`src/rtl/write_back_unit.sv`:
```
// rtl/write_back_unit.sv - write-back stage: result select, load extension, late queue and register-file port arbitration
//
// Optional feature macro: WB_LATE_BYPASS_EN
//   defined   : a late result offered while the queue is empty and no pipe write is requested
//               is written straight to the output register at the next edge.
//   undefined : every late result passes through the late queue.
//
// Ports
//   i_clk, i_arstn                  clock (rising edge), asynchronous active-low reset
//   i_valid, i_reg_we, i_rd_addr    pipeline channel: retiring instruction, write enable, destination
//   i_src_data, i_result_src        packed result sources (0 ALU, 1 load, 2 PC+4, 3 PC target, 4 imm) and select
//   i_load_funct3, i_load_offset    load type and byte offset for source 1
//   o_pipe_stall                    pipeline channel not accepted this cycle
//   i_late_valid, o_late_ready      late channel handshake
//   i_late_data, i_late_rd_addr     late result and destination
//   o_late_pending                  late queue non-empty
//   o_result, o_rd_addr, o_reg_we   registered register-file write port
module write_back_unit #(
    parameter int DATA_WIDTH = 64,
    parameter int REG_ADDR_W = 5,
    parameter int NUM_SRC    = 5,
    parameter int LQ_DEPTH   = 4
) (
    input  logic                            i_clk,
    input  logic                            i_arstn,
    input  logic                            i_valid,
    input  logic [NUM_SRC*DATA_WIDTH-1:0]   i_src_data,
    input  logic [$clog2(NUM_SRC)-1:0]      i_result_src,
    input  logic [2:0]                      i_load_funct3,
    input  logic [$clog2(DATA_WIDTH/8)-1:0] i_load_offset,
    input  logic [REG_ADDR_W-1:0]           i_rd_addr,
    input  logic                            i_reg_we,
    output logic                            o_pipe_stall,
    input  logic                            i_late_valid,
    output logic                            o_late_ready,
    input  logic [DATA_WIDTH-1:0]           i_late_data,
    input  logic [REG_ADDR_W-1:0]           i_late_rd_addr,
    output logic                            o_late_pending,
    output logic [DATA_WIDTH-1:0]           o_result,
    output logic [REG_ADDR_W-1:0]           o_rd_addr,
    output logic                            o_reg_we
);

    localparam int NBYTES = DATA_WIDTH / 8;
    localparam int PTR_W  = $clog2(LQ_DEPTH);
    localparam int CNT_W  = $clog2(LQ_DEPTH + 1);

    logic [DATA_WIDTH-1:0] lq_data [LQ_DEPTH];
    logic [REG_ADDR_W-1:0] lq_addr [LQ_DEPTH];
    logic [PTR_W-1:0]      head;
    logic [PTR_W-1:0]      tail;
    logic [CNT_W-1:0]      count;

    logic                  full;
    logic                  pipe_req;
    logic                  late_take;
    logic                  enq;
    logic                  deq;
    logic                  bypass;
    logic [DATA_WIDTH-1:0] lane;
    logic [DATA_WIDTH-1:0] load_data;
    logic [DATA_WIDTH-1:0] sel_data;
    logic                  wr_en;
    logic [DATA_WIDTH-1:0] wr_data;
    logic [REG_ADDR_W-1:0] wr_addr;

    // Keep the low `bits` bits, fill the rest with zero or the sign bit.
    function automatic logic [DATA_WIDTH-1:0] extend(input logic [DATA_WIDTH-1:0] v,
                                                     input int bits, input logic sgn);
        logic [DATA_WIDTH-1:0] r;
        r = v;
        if (bits < DATA_WIDTH) begin
            for (int i = 0; i < DATA_WIDTH; i++) begin
                if (i >= bits) r[i] = sgn & v[bits-1];
            end
        end
        return r;
    endfunction

    assign full           = (count == CNT_W'(LQ_DEPTH));
    assign o_pipe_stall   = full;
    assign o_late_ready   = i_arstn & ~full;
    assign o_late_pending = (count != '0);
    assign pipe_req       = i_valid & i_reg_we & (i_rd_addr != '0) & ~full;
    // rd=0 late results complete the handshake but are discarded.
    assign late_take      = i_late_valid & o_late_ready & (i_late_rd_addr != '0);

`ifdef WB_LATE_BYPASS_EN
    assign bypass = late_take & (count == '0) & ~pipe_req;
`else
    assign bypass = 1'b0;
`endif
    assign enq = late_take & ~bypass;

    // Rotate the load word so the addressed byte lands in lane 0; bytes past the top wrap around.
    always_comb begin
        lane = '0;
        for (int b = 0; b < NBYTES; b++) begin
            lane[b*8 +: 8] = i_src_data[DATA_WIDTH + ((b + int'(i_load_offset)) % NBYTES)*8 +: 8];
        end
    end

    always_comb begin
        case (i_load_funct3)
            3'b000:  load_data = extend(lane, 8, 1'b1);
            3'b001:  load_data = extend(lane, 16, 1'b1);
            3'b010:  load_data = extend(lane, 32, 1'b1);
            3'b100:  load_data = extend(lane, 8, 1'b0);
            3'b101:  load_data = extend(lane, 16, 1'b0);
            3'b110:  load_data = extend(lane, 32, 1'b0);
            default: load_data = lane;
        endcase
    end

    // Out-of-range selects fall through to zero.
    always_comb begin
        sel_data = '0;
        for (int k = 0; k < NUM_SRC; k++) begin
            if (int'(i_result_src) == k) begin
                sel_data = (k == 1) ? load_data : i_src_data[k*DATA_WIDTH +: DATA_WIDTH];
            end
        end
    end

    // A full queue outranks the pipeline so it can always drain.
    always_comb begin
        wr_en   = 1'b0;
        wr_data = '0;
        wr_addr = '0;
        deq     = 1'b0;
        if (full) begin
            wr_en   = 1'b1;
            wr_data = lq_data[head];
            wr_addr = lq_addr[head];
            deq     = 1'b1;
        end else if (pipe_req) begin
            wr_en   = 1'b1;
            wr_data = sel_data;
            wr_addr = i_rd_addr;
        end else if (count != '0) begin
            wr_en   = 1'b1;
            wr_data = lq_data[head];
            wr_addr = lq_addr[head];
            deq     = 1'b1;
        end else if (bypass) begin
            wr_en   = 1'b1;
            wr_data = i_late_data;
            wr_addr = i_late_rd_addr;
        end
    end

    always_ff @(posedge i_clk or negedge i_arstn) begin
        if (!i_arstn) begin
            head  <= '0;
            tail  <= '0;
            count <= '0;
        end else begin
            if (enq) tail <= tail + 1'b1;
            if (deq) head <= head + 1'b1;
            if (enq && !deq)      count <= count + 1'b1;
            else if (deq && !enq) count <= count - 1'b1;
        end
    end

    // Storage needs no reset: the pointers and count decide what is live.
    always_ff @(posedge i_clk) begin
        if (enq) begin
            lq_data[tail] <= i_late_data;
            lq_addr[tail] <= i_late_rd_addr;
        end
    end

    always_ff @(posedge i_clk or negedge i_arstn) begin
        if (!i_arstn) begin
            o_result  <= '0;
            o_rd_addr <= '0;
            o_reg_we  <= 1'b0;
        end else begin
            o_reg_we <= wr_en;
            if (wr_en) begin
                o_result  <= wr_data;
                o_rd_addr <= wr_addr;
            end
        end
    end

endmodule
```
`config.mk`:
```
export PLATFORM = sky130hd
export DESIGN_NAME = write_back_unit
export DESIGN_NICKNAME = d
export VERILOG_FILES = /design/src/rtl/write_back_unit.sv
export SDC_FILE = /design/constraint.sdc
export NUM_CORES = 1
export LEC_CHECK = 0
export BUFFER_PORTS_ARGS = -buffer_cell sky130_fd_sc_hd__buf_2
export CAP_MARGIN = 20
export CORE_AREA = 4 4 206 208
export DETAILED_ROUTE_END_ITERATION = 6
export DIE_AREA = 0 0 210 212
export PLACE_DENSITY = 0.82
export SLEW_MARGIN = 30
export SYNTH_ARGS = -nofsm -noshare
export SYNTH_HDL_FRONTEND = slang
export SYNTH_SLANG_ARGS = --single-unit
```
`constraint.sdc`:
```
create_clock -name i_clk -period 4.3 [get_ports i_clk]
set_clock_uncertainty 0.05 [all_clocks]
set_input_delay 0.43 -clock i_clk [delete_from_list [all_inputs] [get_ports i_clk]]
set_output_delay 0.43 -clock i_clk [all_outputs]
set_load 0.02 [all_outputs]
```
Word level (Yosys, flattened, before mapping)
Memory sizes are Yosys's and may differ from the RTL's.
Cells that the tools add are included.
Word-level totals
  flip-flop bits (word level): 77
  RAM bits: 276
  input bits: 408
  output and inout bits: 73
  word-level logic and storage cells: 97
  memories: 2
Operators by class
  $add $sub $neg: 19
  eq/ne operators: 10
  shifts and indexed selects: 8
  multiplexer cells: 21
  bitwise operators: 14
  reductions and logical operators: 17
Memories
  lq_data: words 4, width 64, read ports 1, clocked after memory_dff 0, wr ports 1, RTL line 48  | logic [DATA_WIDTH-1:0] lq_data [LQ_DEPTH];
  lq_addr: words 4, width 5, read ports 1, clocked after memory_dff 0, wr ports 1, RTL line 49  | logic [REG_ADDR_W-1:0] lq_addr [LQ_DEPTH];
Operators by type and width (count)
  $shiftx A320 B9 Y8: 8
  $mux W64: 8
  $pmux W64 S6: 1
  $add A8 B7 Y9 const A: 7
  $eq A3 B3 Y1 const B: 7
  $reduce_or A3 Y1: 7
  $mux W5: 3
  $add A3 B3 Y3 const A: 4
  $reduce_bool A5 Y1: 2
  $add A7 B6 Y8 const A: 1
  $and A1 B1 Y1 const A: 7
  $mux W1: 7
  $add A2 B3 Y3 const A: 2
  $and A1 B1 Y1: 6
  $eq A3 B2 Y1 const B: 2
  $logic_not A3 Y1: 2
  $mux W3: 2
  $add A2 B1 Y2 const B: 2
  $add A1 B3 Y3 const A: 1
  $add A3 B1 Y3 const B: 1
  $eq A3 B1 Y1 const B: 1
  $reduce_bool A3 Y1: 1
  $sub A3 B1 Y3 const B: 1
  $logic_and A1 B1 Y1: 2
  other kinds (3): 4

Depth between registers and ports, before layout
  word-level depth: 12
  depth in mapped cells: 16
  mapped depth without buffers: 10

Worst setup path before layout
Ideal clock, no wire load.
  path kind: input to register
  from: input port i_load_offset[1]
  to: register o_result[52]
  library setup time: 0.081 ns
  data arrival time: 3.678 ns
  data required time: 4.169 ns
  path slack: 0.491 ns
  stages on the path: 16
  buffers on the path: 8
  path through: buf_2 -> buf_2 -> buf_2 -> buf_1 -> inv_1 -> ha_1 -> buf_4 -> buf_6 -> mux2i_1 -> mux4_2 -> nor3b_2 -> o31ai_2 -> or3_1 -> buf_2 -> buf_6 -> a31oi_2
On the way
  word-level cells in the longest chain between the ends: 12
  elaborated cells on any way between the ends: 24
  classes of those cells: 7 x add/sub; 4 x shift; 7 x mux; 3 x bitwise; 3 x reduce/logical
RTL lines
  start: declaration: RTL line 30  | input logic [$clog2(DATA_WIDTH/8)-1:0] i_load_offset,
  $add A3 B3 Y3 (tied with other cells): RTL line 99  | lane[b*8 +: 8] = i_src_data[DATA_WIDTH + ((b + int'(i_load_offset)) % NBYTES)*8 +: 8];
  $reduce_or A3 Y1 (no source line)
  $and A1 B1 Y1 (no source line)
  $add A8 B7 Y9: RTL line 99
  $shiftx A320 B9 Y8: RTL line 99
  $pmux W64 S6 *: RTL line 104  | case (i_load_funct3)
  $mux W64 * (4 in series): RTL line 119  | if (int'(i_result_src) == k) begin
  $mux W64 *: RTL line 136  | end else if (pipe_req) begin
  $mux W64 *: RTL line 131  | if (full) begin
  end signal: assignment: RTL line 181  | o_result <= wr_data;
  end: declaration: RTL line 39  | output logic [DATA_WIDTH-1:0] o_result,
Mark *: on every way between the ends. The rest lies on a longest branch, timed or not.
A chain may end at the register's enable or synchronous reset.

Worst setup path after layout
  from: register count[0]
  to: output port o_late_pending
On the way
  word-level cells in the longest chain between the ends: 1
RTL lines
  start: declaration: RTL line 52  | logic [CNT_W-1:0] count;
  start signal: assignment: RTL line 160  | if (enq && !deq) count <= count + 1'b1;
  start signal: assignment: RTL line 161  | else if (deq && !enq) count <= count - 1'b1;
  $reduce_bool A3 Y1: RTL line 83  | assign o_late_pending = (count != '0);
  end: declaration: RTL line 38  | output logic o_late_pending,
Every way passes these cells.

==> impl_metrics.env <==
export IMPL_status="complete, no violations"
export IMPL_arrival_ns=2.60
export IMPL_cts_hold_buf=1
export IMPL_cts_resized=0
export IMPL_wl_microns=75430
export IMPL_layout_common_cells="buf_2 (476), edfxtp_1 (276), nand2_1 (205), mux2i_1 (151), mux4_2 (146)"
export IMPL_synthArstFlopShare_pct=21.81
export IMPL_wl_per_cell_microns=29.67
export IMPL_synth_flop_cell="edfxtp_1"
export IMPL_fin_cells=2542
export IMPL_finalWeightedCongestion=1.032
export IMPL_crit_slowest_cell="clkinv_2"
export IMPL_start_kind="flip-flop"
export IMPL_gr_total_overflow=0
export IMPL_postRouteAntennaNets=0
export IMPL_syn_avg_cell_area_sq_um=12.73
export IMPL_post_cts_buffers=0
export IMPL_final_max_slew_viol_count=0
export IMPL_area_delta_synth_final_pct=21.14
export IMPL_setup_violations=0
export IMPL_synthesis_area_sq_um=19770
export IMPL_ff2ff_setup_slack_ns=1.48
export IMPL_powerDensity_nw_per_um2=530.4
export IMPL_worstPathRequired_ns=3.82
export IMPL_setup_tns_ns=0
export IMPL_cp_buffers_inverters=3
export IMPL_grt_antenna_before_repair=14
export IMPL_numPlacedInstances=2462
export IMPL_fp_dieArea_sq_um=44520
export IMPL_die_w_microns=210
export IMPL_grt_util_all_layers_pct=32.76
export IMPL_critical_path_max_fanout=42
export IMPL_maxSlewHeadroom_pct=37.75
export IMPL_clkPwrFrac_pct=26.1
export IMPL_yosysWarnings=0
export IMPL_core_area_sq_um=40550
export IMPL_slowest_delay_ns=0.57
export IMPL_rsz0062_at_grt="no"
export IMPL_cts_buffer_depth=3
export IMPL_hold_viol_final=0
export IMPL_tightest_slew_ns=0.9338
export IMPL_synth_edf_count=276
export IMPL_leakagePower_nw=9.490
export IMPL_fillers=3204
export IMPL_mostFrequentLayoutCell="buf_2"
export IMPL_dp_hpwl_microns=53070
export IMPL_num_rows=74
export IMPL_grt_pass1_vias=16490
export IMPL_numCtsBuffers=38
export IMPL_port_buffers=480
export IMPL_dr_pass1_iters=5
export IMPL_hp_class="in -> reg"
export IMPL_cts_tree="yes"
export IMPL_p_seq_share_pct=38.9
export IMPL_syn_instance_count=1553
export IMPL_via_count=16733
export IMPL_fin_crit_ns=3.079
export IMPL_power_internal_mw=8.217
export IMPL_finalCritPeriodShare_pct=71.59
export IMPL_clock_latency_ns=0.53
export IMPL_drive_above_1_share_pct=37.23
export IMPL_drcViolationCount=0
export IMPL_max_freq_mhz=324.8
export IMPL_cts_sinks=353
export IMPL_synth_seq_cells=353
export IMPL_yosysSeqAreaShare_pct=51.66
export IMPL_cts_root_buf="clkbuf_16"
export IMPL_crit_family="buffers and inverters"
export IMPL_nets=2387
export IMPL_p_switching_mw=4.490
export IMPL_ios=481
export IMPL_grt_pass1_wl_microns=108400
export IMPL_synth_nets=1969
export IMPL_ctsHtreeMaxLevel=2
export IMPL_yosys_cell_types_count=55
export IMPL_grt_max_degree=78
export IMPL_switching_share_pct=35.33
export IMPL_path_class="reg -> out"
export IMPL_routed_via_density=6.583
export IMPL_die_h_microns=212
export IMPL_initial_core_util_pct=48.76
export IMPL_clkTransAtPathRegs_ns=0.06
export IMPL_drv_cap=0
export IMPL_comb_power_share_pct=35.0
export IMPL_vdd_ir_drop_max_mv=0.5159
export IMPL_end_kind="primary output"
export IMPL_drtIter0Drc=1989
export IMPL_path_cells="nor3_2 > clkinv_2 > buf_4 > buf_2"
## power groups by stage
stage | Combinational, mW | Sequential [mW] | Clock (mW)
floorplan | 2.61 | 5.06 | 0
global placement | 4.30 | 4.99 | 0
detailed placement | 4.40 | 4.99 | 0
CTS | 4.43 | 4.95 | 3.34
global route | 4.75 | 5.01 | 3.49
finish | 4.44 | 4.95 | 3.32
## synth_stat cells, types with 14 or more instances
library cell / number / area, sq um
buf_1: 20 / 75.07
nand2_1: 205 / 769.5
clkbuf_1: 91 / 341.6
edfxtp_1: 276 / 8288
a22oi_1: 18 / 135.1
o22ai_1: 31 / 193.9
nor3_1: 17 / 85.08
nand3_1: 40 / 200.2
mux2i_1: 151 / 1511
nor2_1: 105 / 394.1
a21oi_1: 36 / 180.2
mux4_2: 146 / 3288
a32oi_1: 14 / 122.6
dfrtp_1: 77 / 1927
o32ai_1: 36 / 315.3
a31oi_1: 44 / 275.3
o21ai_0: 91 / 455.4
buf_2: 20 / 100.1
and2_1: 14 / 87.58
o221ai_1: 17 / 148.9
## per-stage QoR
stage	power (mW)	utilization (%)	setup slack, ns	area [sq um]	hold slack, ns
final	12.71	59.07	1.221	23950	0.05675
after global routing	13.25	59.04	1.106	23940	0.04735
after CTS	12.71	59.00	1.200	23930	0.03827
after detailed placement	9.390	55.87	0.7860	22660	0.3341
after global placement	9.288	55.86	0.9487	22650	0.3277
after floorplan	7.675	-	0.4908	19770	0.08441
## layer usage
metal / up-vias / GRT usage (%) / routed length (microns)
met5: - / 0 / 64
met4: 10 / 12.85 / 3518
met3: 218 / 9.090 / 9632
met2: 1288 / 50.63 / 34590
met1: 8268 / 44.69 / 27620
li1: 6949 / - / -
## layout make-up
type	instances	area (sq um)	area share [%]
diodes	9	22.52	0.09402
repair buffers	513	2733	11.41
clock buffers	54	1105	4.612
clock inverters	16	156.4	0.6529
flip-flops and latches	353	10220	42.67
multi-input cells	1056	9015	37.63
inverters	9	35.03	0.1463
well taps	532	665.6	2.779
## cells by family (layout without fill, tap and decap cells)
| kind of cell | after synthesis | in the layout | share of synthesized area (%) |
|---|---|---|---|
| compound gates | 323 | 323 | 10.77 |
| buf+inv | 144 | 592 | 2.974 |
| fa+ha+maj | 8 | 8 | 0.5441 |
| simple gates | 413 | 413 | 8.922 |
| flops | 353 | 353 | 51.66 |
| mux | 302 | 302 | 24.56 |
| xor+xnor | 10 | 10 | 0.5758 |
| other cells | 0 | 9 | 0 |
## state kept, by name (all words and copies together), names as in the netlist
signal	cells
lq_data	256
o_result	64
lq_addr	20
o_rd_addr	5
count	3
head	2
tail	2
o_reg_we	1
## worst register-to-register path, cell delays in order, from the launching register on
cell     delay (ns)
dfrtp_1        0.44
or3b_2         0.53
and3_1         0.28
o21ai_4        0.22
nand2_1        0.18
ha_1           0.26
inv_1          0.07
fa_1           0.41
mux2_2         0.27
## path summary, 6_finish.rpt
| check | from | endpoint | depth (start not counted) |
|---|---|---|---|
| setup reg to reg | count[0] | count[1] | 8 |
| setup / recovery | count[0] | o_late_pending | 4 |
| min in group asynchronous | i_arstn | o_result[60] | 2 |
| max in group asynchronous | i_arstn | head[0] | 3 |
| hold reg to reg | count[2] | count[2] | 1 |
| hold / removal | i_late_data[39] | lq_data[0][39] | 1 |
Power figures use the tool's default switching activity.
